<file path="src/rtl/subbytes_bank_scheduler.sv">
// Shares one N_LANES-byte S-box bank between the round datapath and the key
// schedule: acceptance, arbitration, in-flight tagging and reassembly.
module subbytes_bank_scheduler #(
   parameter int NB_BYTE      = 8,
   parameter int N_BYTES      = 16,
   parameter int N_LANES      = 4,
   parameter int SBOX_LATENCY = 1
) (
   input  logic                       i_clock,
   input  logic                       i_reset,
   input  logic                       i_state_valid,
   input  logic [N_BYTES*NB_BYTE-1:0] i_state,
   output logic                       o_state_ready,
   output logic [N_BYTES*NB_BYTE-1:0] o_state,
   output logic                       o_state_valid,
   input  logic                       i_key_valid,
   input  logic [N_LANES*NB_BYTE-1:0] i_key_word,
   output logic                       o_key_ready,
   output logic [N_LANES*NB_BYTE-1:0] o_key_word,
   output logic                       o_key_valid,
   output logic [N_LANES*NB_BYTE-1:0] o_sbox_bytes,
   output logic                       o_sbox_valid,
   input  logic [N_LANES*NB_BYTE-1:0] i_sbox_bytes
);

   localparam int N_SLICES = N_BYTES / N_LANES;
   localparam int NB_WORD  = N_LANES * NB_BYTE;
   localparam int CW       = (N_SLICES > 1) ? $clog2(N_SLICES) : 1;
   localparam logic [CW-1:0] LAST = CW'(N_SLICES - 1);

   if ((NB_BYTE != 8) || (N_LANES < 1) || (N_BYTES < N_LANES) ||
       ((N_BYTES % N_LANES) != 0) ||
       (SBOX_LATENCY < 0) || (SBOX_LATENCY > 1)) begin : g_bad_cfg
      $error("subbytes_bank_scheduler: unsupported parameter set");
   end

   typedef enum logic [1:0] {
      IDLE,
      ISSUE,
      WAIT
   } fsm_t;

   typedef struct packed {
      logic          vld;
      logic          key;
      logic [CW-1:0] idx;
   } tag_t;

   fsm_t                             fsm_q;
   fsm_t                             fsm_d;
   logic [CW-1:0]                    cnt_q;
   logic [N_SLICES-1:0][NB_WORD-1:0] buf_q;
   logic [N_SLICES-1:0][NB_WORD-1:0] res_q;
   logic [NB_WORD-1:0]               key_q;
   logic [NB_WORD-1:0]               key_res_q;
   logic                             key_pending;
   logic                             last_key;
   logic                             state_vld_q;
   logic                             key_vld_q;

   logic state_acc;
   logic key_acc;
   logic gnt_d;
   logic gnt_k;
   logic done;
   tag_t tag_in;
   tag_t tag_cap;

   assign o_state_ready = !i_reset && (fsm_q == IDLE);
   assign o_key_ready   = !i_reset && !key_pending;
   assign state_acc     = i_state_valid && o_state_ready;
   assign key_acc       = i_key_valid && o_key_ready;

   // Key wins a contended slot unless it also won the previous one.
   assign gnt_k = !i_reset && key_pending &&
                  ((fsm_q != ISSUE) || !last_key);
   assign gnt_d = !i_reset && (fsm_q == ISSUE) && !gnt_k;

   always_comb begin
      o_sbox_bytes = '0;
      if (gnt_k) begin
         o_sbox_bytes = key_q;
      end else if (gnt_d) begin
         o_sbox_bytes = buf_q[cnt_q];
      end
   end

   assign o_sbox_valid = gnt_k || gnt_d;

   always_comb begin
      tag_in     = '0;
      tag_in.vld = gnt_k || gnt_d;
      tag_in.key = gnt_k;
      tag_in.idx = cnt_q;
   end

   if (SBOX_LATENCY == 0) begin : g_lat0
      assign tag_cap = tag_in;
   end else begin : g_lat1
      tag_t tag_q;

      always_ff @(posedge i_clock) begin
         if (i_reset) begin
            tag_q <= '0;
         end else begin
            tag_q <= tag_in;
         end
      end

      assign tag_cap = tag_q;
   end

   assign done = tag_cap.vld && !tag_cap.key && (tag_cap.idx == LAST);

   always_comb begin
      fsm_d = fsm_q;
      unique case (fsm_q)
         IDLE: begin
            if (state_acc) begin
               fsm_d = ISSUE;
            end
         end
         ISSUE: begin
            if (done) begin
               fsm_d = IDLE;
            end else if (gnt_d && (cnt_q == LAST)) begin
               fsm_d = WAIT;
            end
         end
         WAIT: begin
            if (done) begin
               fsm_d = IDLE;
            end
         end
         default: fsm_d = IDLE;
      endcase
   end

   always_ff @(posedge i_clock) begin
      if (i_reset) begin
         fsm_q       <= IDLE;
         cnt_q       <= '0;
         buf_q       <= '0;
         res_q       <= '0;
         state_vld_q <= 1'b0;
      end else begin
         fsm_q       <= fsm_d;
         state_vld_q <= done;
         if (state_acc) begin
            buf_q <= i_state;
            cnt_q <= '0;
         end else if (gnt_d && (cnt_q != LAST)) begin
            cnt_q <= cnt_q + 1'b1;
         end
         if (tag_cap.vld && !tag_cap.key) begin
            res_q[tag_cap.idx] <= i_sbox_bytes;
         end
      end
   end

   always_ff @(posedge i_clock) begin
      if (i_reset) begin
         key_q       <= '0;
         key_pending <= 1'b0;
         last_key    <= 1'b0;
         key_res_q   <= '0;
         key_vld_q   <= 1'b0;
      end else begin
         last_key  <= gnt_k;
         key_vld_q <= tag_cap.vld && tag_cap.key;
         if (key_acc) begin
            key_q       <= i_key_word;
            key_pending <= 1'b1;
         end else if (gnt_k) begin
            key_pending <= 1'b0;
         end
         if (tag_cap.vld && tag_cap.key) begin
            key_res_q <= i_sbox_bytes;
         end
      end
   end

   assign o_state       = res_q;
   assign o_state_valid = state_vld_q;
   assign o_key_word    = key_res_q;
   assign o_key_valid   = key_vld_q;

endmodule

</file>
<file path="config.mk">
export PLATFORM = sky130hd
export DESIGN_NAME = subbytes_bank_scheduler
export DESIGN_NICKNAME = d
export VERILOG_FILES = /design/src/rtl/subbytes_bank_scheduler.sv
export SDC_FILE = /design/constraint.sdc
export NUM_CORES = 1
export LEC_CHECK = 0
export CAP_MARGIN = 20
export CORE_MARGIN = 5
export CORE_UTILIZATION = 43
export DETAILED_ROUTE_END_ITERATION = 8
export GPL_TIMING_DRIVEN = 0
export PLACE_DENSITY = 0.77
export SLEW_MARGIN = 20
export SYNTH_ARGS = -nofsm -noshare
export SYNTH_HDL_FRONTEND = slang
export SYNTH_SLANG_ARGS = --single-unit
</file>
<file path="constraint.sdc">
create_clock -name i_clock -period 2.32 [get_ports i_clock]
set_clock_uncertainty 0.05 [all_clocks]
set_input_delay 0.696 -clock i_clock [delete_from_list [all_inputs] [get_ports i_clock]]
set_output_delay 0.696 -clock i_clock [all_outputs]
set_load 0.01 [all_outputs]
</file>
==> results.cfg, run 1 <==
[outcome]
status = complete, but fails checks
violations = negative setup slack

[global_route]
grt_pass1_vias = 12600
grt_max_degree = 14
grt_pass1_wl_um = 70100
grt_usage_pct = 26.4
antenna_found_initial = 9
grt_overflow = 0

[sta]
max_slew_margin_pct = 59.4
fin_ws_ps = -516
final-hold-violation-count = 0
whs_ps = 403
fin_crit_ps = 2840
setup_viol = 32
finalMaxSlewViolations = 0
finalCritPeriodShare_pct = 122
timing.fmax_mhz = 353
grt_setup_unrepaired = yes
worst_pin_slew_ps = 608

[die]
dieHeight_um = 184
row_count = 63
start_util_pct = 43.7
die_w_um = 184
core_area_mm2 = 0.0298
die_area_mm2 = 0.0339
num_io_pins = 393

[drt]
wl_um = 46800
drc = 0
drtAntennaViolNets = 0
wire_per_inst_um = 19.5
via_per_inst = 5.29
first_pass_iters = 5
route.vias.total = 12700
drtIter0Drc = 902

[synth]
syn_inst = 1524
synthesis.nets = 1721
synth_top_area_share_pct = 50.8
synth_area_leader_cell = dfxtp_1
synth_seq_cells = 331
ys_seq_area_share_pct = 50.8
syn_area_mm2 = 0.0130
synth_cell_type_count = 34
syn_avg_cell_area_um2 = 8.55
yosys-top-cells-area = dfxtp_1, nand2_1, nand2b_1
ys_warn_count = 0

[finish]
area_growth_pct = 46.5
finalNonFillerCells = 2399
layout.nets = 2173
drive_above_1_share_pct = 12.0

[power_and_ir_drop]
clockPowerShare_pct = 42.8
p_leak_nw = 6.86
comb_power_share_pct = 11.6
ir_drop_v = 0.000440
p_sw_w = 0.00321
seqPwrFrac_pct = 45.6
power.internal_w = 0.0102
p_sw_share_pct = 24.0
power.density_mw_per_mm2 = 700

[clock_tree]
cts_buffers = 35
cts_sinks = 331
clk_path_buf_depth = 3
cts_max_level = 2
worstSkewPairLatency_ps = 510
cts_hold_buf = 0
clk_pin_slew_ps = 60
clock_tree.root_cell = clkbuf_16
cts_tree = yes

[worst_setup_path]
worstPathArrival_ps = 2090
crit_path_end_kind = primary output
worst_setup_path_start_kind = flip-flop
crit_type = reg2out
cp.required_ps = 1570
cp_max_fo = 5

[place]
dp_hpwl_um = 34800
place.gp.congestion = 0.894
portBuffers = 392
place_inst = 2306

[worst_hold_path]
min_path_type = reg2reg

[run]
drv_cap = 0
## layer usage
metal	routed length, um	GRT usage [%]
met1	18100	32.3
met2	22200	44.4
met3	4110	5.26
met4	2430	12.8
met5	13	0
## final timing paths
path	start	to	slack, ps	cells past startpoint
setup / recovery	cnt_q[1]$_SDFFE_PP0P_	o_sbox_bytes[21]	-520	6
hold reg to reg	o_state[118]$_SDFFE_PP0P_	o_state[118]$_SDFFE_PP0P_	400	2
setup reg to reg	fsm_q[0]$_SDFFE_PP0P_	buf_q[6]$_SDFFE_PP0P_	450	4
hold / removal	o_state[118]$_SDFFE_PP0P_	o_state[118]$_SDFFE_PP0P_	400	2
## power groups by stage
| stage | Clock [W] | Sequential [W] | Combinational (W) |
|---|---|---|---|
| 2_1_floorplan | 0 | 0.00619 | 0.000666 |
| 3_3_place_gp | 0 | 0.00620 | 0.00143 |
| 3_5_place_dp | 0 | 0.00621 | 0.00145 |
| 4_1_cts | 0.00576 | 0.00609 | 0.00155 |
| 5_1_grt | 0.00600 | 0.00612 | 0.00167 |
| 6_report | 0.00572 | 0.00609 | 0.00155 |
## sequential cells by signal, indices dropped and copies added, names as in the netlist
signal	count
buf_q	128
last_key	1
cnt_q	2
o_key_word	32
g_lat1.tag_q	3
fsm_q	2
o_state	128
o_key_valid	1
key_pending	1
o_state_valid	1
key_q	32
## Yosys cell counts, drive strengths merged
cell type,n
nand2,481
mux2i,1
o21ai,160
nor2b,6
nor3b,2
nor2,8
mux4,32
mux2,1
clkbuf,58
nand2b,163
nand4bb,2
and4b,1
nor4b,2
nand3,1
a211oi,1
nor4bb,2
or4b,1
a31oi,1
dfxtp,331
buf,67
a21oi,161
a32oi,1
o21a,1
a22o,32
nor3,2
ha,1
inv,2
and2,2
nand4b,1
## what timing repair did
item / 4_1_cts / 5_1_grt
endpoints found under the setup margin: 115 / 36
gates resized for setup: 227 / 11
gates cloned: 5 / 0
buffers inserted: 20 / 4
pin swaps: 34 / 9
## layout by cell type (no fill, tap or decap), types with 2 or more instances in the layout
master	instances
a21oi_1	160
a22o_1	30
a22o_4	2
buf_1	3
buf_12	9
buf_16	2
buf_2	60
buf_4	19
buf_6	31
buf_8	3
bufinv_16	3
clkbuf_1	51
clkbuf_16	37
clkbuf_2	7
clkbuf_8	10
clkdlybuf4s50_1	356
clkinv_2	6
clkinvlp_4	2
dfxtp_1	327
dfxtp_4	3
diode_2	8
inv_1	2
mux4_2	32
nand2_1	481
nand2b_1	163
nand4bb_1	2
nor2_1	7
nor2b_1	5
nor3b_4	2
nor4b_4	2
nor4bb_1	2
o21ai_0	131
o21ai_1	29
## through the flow
stage	TNS (ps)	power (W)	util, %	worst slack (ps)	area [um2]
floorplan	0	0.00686	-	1.90	13100
global placement	-161820	0.00763	58.7	-1750	17500
detailed placement	-174030	0.00766	58.7	-1750	17500
CTS	-15260	0.0134	64.1	-554	19100
global route	-14960	0.0138	64.1	-563	19100
finish	-13270	0.0134	64.1	-516	19100
## worst max-delay path: stages (launching register included)
cell	delay (ps)
dfxtp_4	370
buf_12	140
buf_16	130
buf_6	90
mux4_2	490
a22o_1	220
buf_2	150
## cells by family after synthesis
logic type	after synthesis	share of synthesized area, %
flip-flops	331	50.8
AO/OA/AOI/OAI	357	14.7
buffers and inverters	127	5.11
AND/OR/NAND/NOR	674	23.5
adder cells (fa/ha/maj)	1	0.0960
multiplexers	34	5.69
## cell type report
| class | instances | area [um2] |
|---|---|---|
| Buffer | 121 | 826 |
| Tap cell | 390 | 488 |
| Fill cell | 2450 | 10700 |
| Inverter | 2 | 7.51 |
| Clock inverter | 13 | 160 |
| Multi-Input combinational cell | 1066 | 5800 |
| Sequential cell | 331 | 6640 |
| Timing Repair Buffer | 419 | 4130 |
| Antenna cell | 8 | 20.0 |
| Clock buffer | 49 | 1010 |
No activity file was read; power rests on OpenSTA's default activity.
==> run 2, diff against run 1 <==
--- a/config.mk
+++ b/config.mk
@@ -7,10 +7,10 @@
 export LEC_CHECK = 0
 export CAP_MARGIN = 20
 export CORE_MARGIN = 5
-export CORE_UTILIZATION = 43
+export CORE_UTILIZATION = 51
 export DETAILED_ROUTE_END_ITERATION = 8
 export GPL_TIMING_DRIVEN = 0
-export PLACE_DENSITY = 0.77
+export PLACE_DENSITY = 0.86
 export SLEW_MARGIN = 20
 export SYNTH_ARGS = -nofsm -noshare
 export SYNTH_HDL_FRONTEND = slang
==> constraint.sdc (replaced) <==
create_clock -name i_clock -period 3.7 [get_ports i_clock]
set_clock_uncertainty 0.05 [all_clocks]
set_input_delay 1.11 -clock i_clock [delete_from_list [all_inputs] [get_ports i_clock]]
set_output_delay 1.11 -clock i_clock [all_outputs]
set_load 0.01 [all_outputs]
==> run 2 against run 1 <==
Effect of this change: the run now ends clean; flip-flop and latch count unchanged; die area shrank 15%; sequential share of layout area up 0.59 points; first-iteration DRC count increased by 44%; critical endpoint is now o_sbox_bytes[9]; largest cell class unchanged.
==> results.cfg, run 2 (same netlist as run 1, synthesis figures left out) <==
[clock_tree]
cts_hold_buf = 0
clk_path_buf_depth = 3
clock_tree.root_cell = clkbuf_16
cts_buffers = 35
worstSkewPairLatency_ps = 510
cts_sinks = 331
cts_tree = yes
clk_pin_slew_ps = 60
cts_max_level = 2

[global_route]
grt_pass1_wl_um = 72800
grt_overflow = 0
grt_pass1_vias = 13400
antenna_found_initial = 2
grt_usage_pct = 32.0
grt_max_degree = 20

[die]
start_util_pct = 51.7
row_count = 58
dieHeight_um = 170
num_io_pins = 393
core_area_mm2 = 0.0252
die_w_um = 170
die_area_mm2 = 0.0288

[power_and_ir_drop]
ir_drop_v = 0.000381
p_leak_nw = 6.95
power_w = 0.00828
power.density_mw_per_mm2 = 442

[place]
dpl-instance-area_mm2 = 0.0174
post-place-ws_ps = -1090
place.gp.congestion = 0.883
dp_hpwl_um = 34700
portBuffers = 392

[worst_setup_path]
crit_type = in2out
crit_path_end_kind = primary output
rrSetupSlack_ps = 1600
cp_max_fo = 7
cpPeakStageDelay_ps = 270
critPathSlowestCell = a22o_1
worst_setup_path_start_kind = input pin
reg2reg_depth = 3
reg2reg_to = key_q[23]$_SDFFE_PP0P_
crit_end = o_sbox_bytes[9]
path_cells = buf_2 -> buf_6 -> nand2b_4 -> a21oi_4 -> buf_12 -> buf_4 -> clkbuf_8 -> buf_4 -> a22o_1 -> buf_2
startpoint = i_reset
r2r_start = key_pending$_SDFFE_PP0P_
worstPathArrival_ps = 2500
cp.required_ps = 2540

[finish]
layout.nets = 2162
fill_cells = 1766
area_growth_pct = 43.7
fin_util_pct = 74.4
drive_above_1_share_pct = 9.60
multi_input_area_mm2 = 0.00576
design_area_mm2 = 0.0187
mostFrequentLayoutCells = nand2_1, clkdlybuf4s50_1, dfxtp_1, nand2b_1, a21oi_1
final_common_cell = nand2_1
ff_latch_area_mm2 = 0.00663

[sta]
worst_pin_slew_ps = 919
timing.fmax_mhz = 273
final-hold-violation-count = 0
fin_crit_ps = 3660
tns_ps = 0
setup_viol = 0
fin_ws_ps = 37.5
max_slew_margin_pct = 38.4
finalCritPeriodShare_pct = 99.0
finalMaxSlewViolations = 0

[drt]
route.vias.total = 13100
wire_per_inst_um = 20.4
drtAntennaViolNets = 0
drtIter0Drc = 1297
drc = 0
first_pass_iters = 7
wl_um = 47300
via_per_inst = 5.62

[run]
drv_cap = 0

[worst_hold_path]
hold_depth = 2
min_path_type = reg2reg

[outcome]
status = completed
## run 2: how the worst min path moves through the flow
stage	startpoint	slack, ps	endpoint
2_1_floorplan	buf_q[36]$_SDFFE_PP0P_	390	buf_q[36]$_SDFFE_PP0P_
3_3_place_gp	o_key_word[2]$_SDFFE_PP0P_	390	o_key_word[2]$_SDFFE_PP0P_
4_1_cts	o_key_word[8]$_SDFFE_PP0P_	400	o_key_word[8]$_SDFFE_PP0P_
3_5_place_dp	o_state[121]$_SDFFE_PP0P_	400	o_state[121]$_SDFFE_PP0P_
5_1_grt	o_state[100]$_SDFFE_PP0P_	420	o_state[100]$_SDFFE_PP0P_
6_report	o_state[106]$_SDFFE_PP0P_	400	o_state[106]$_SDFFE_PP0P_
## run 2: metal layers
layer	vias to the layer above	wire length, um	GRT usage (%)
met4	0	3070	18.7
met3	184	4840	7.22
met5	-	0	0
li1	5920	-	-
met1	6172	16800	37.1
met2	775	22600	54.4
## run 2: repair_timing
action,4_1_cts,5_1_grt
buffers inserted,9,2
gates resized for setup,64,30
endpoints found under the setup margin,35,21
pin swaps,1,1
gates cloned,3,0
endpoints found under the hold margin,0,0
## run 2: where the power goes
group          total (W)  switching (W)  leakage (nW)  internal (W)
combinational   0.000946       0.000464          3.67      0.000482
clock            0.00351        0.00143         0.570       0.00208
sequential       0.00382      0.0000956          2.70       0.00373
## run 2: cell type report
class / count / share of cell area, %
antenna: 2 / 0.0267
clock inverter: 12 / 0.721
clock buffer: 50 / 5.46
inverter: 2 / 0.0401
timing repair buffer: 406 / 21.5
multi-input combinational: 1066 / 30.8
tap: 330 / 2.20
sequential: 331 / 35.4
buffer: 123 / 3.85
## run 2: worst max-delay path: cells and delay by family
kind,cells,cell delay [ps]
buf+inv,7,960
compound gates,2,310
simple gates,1,120
## run 2: per-stage QoR
step,cells,hold slack [ps]
2_1_floorplan,1524,389
3_3_place_gp,2246,391
3_5_place_dp,2246,396
4_1_cts,2318,404
5_1_grt,2322,419
6_report,2322,403
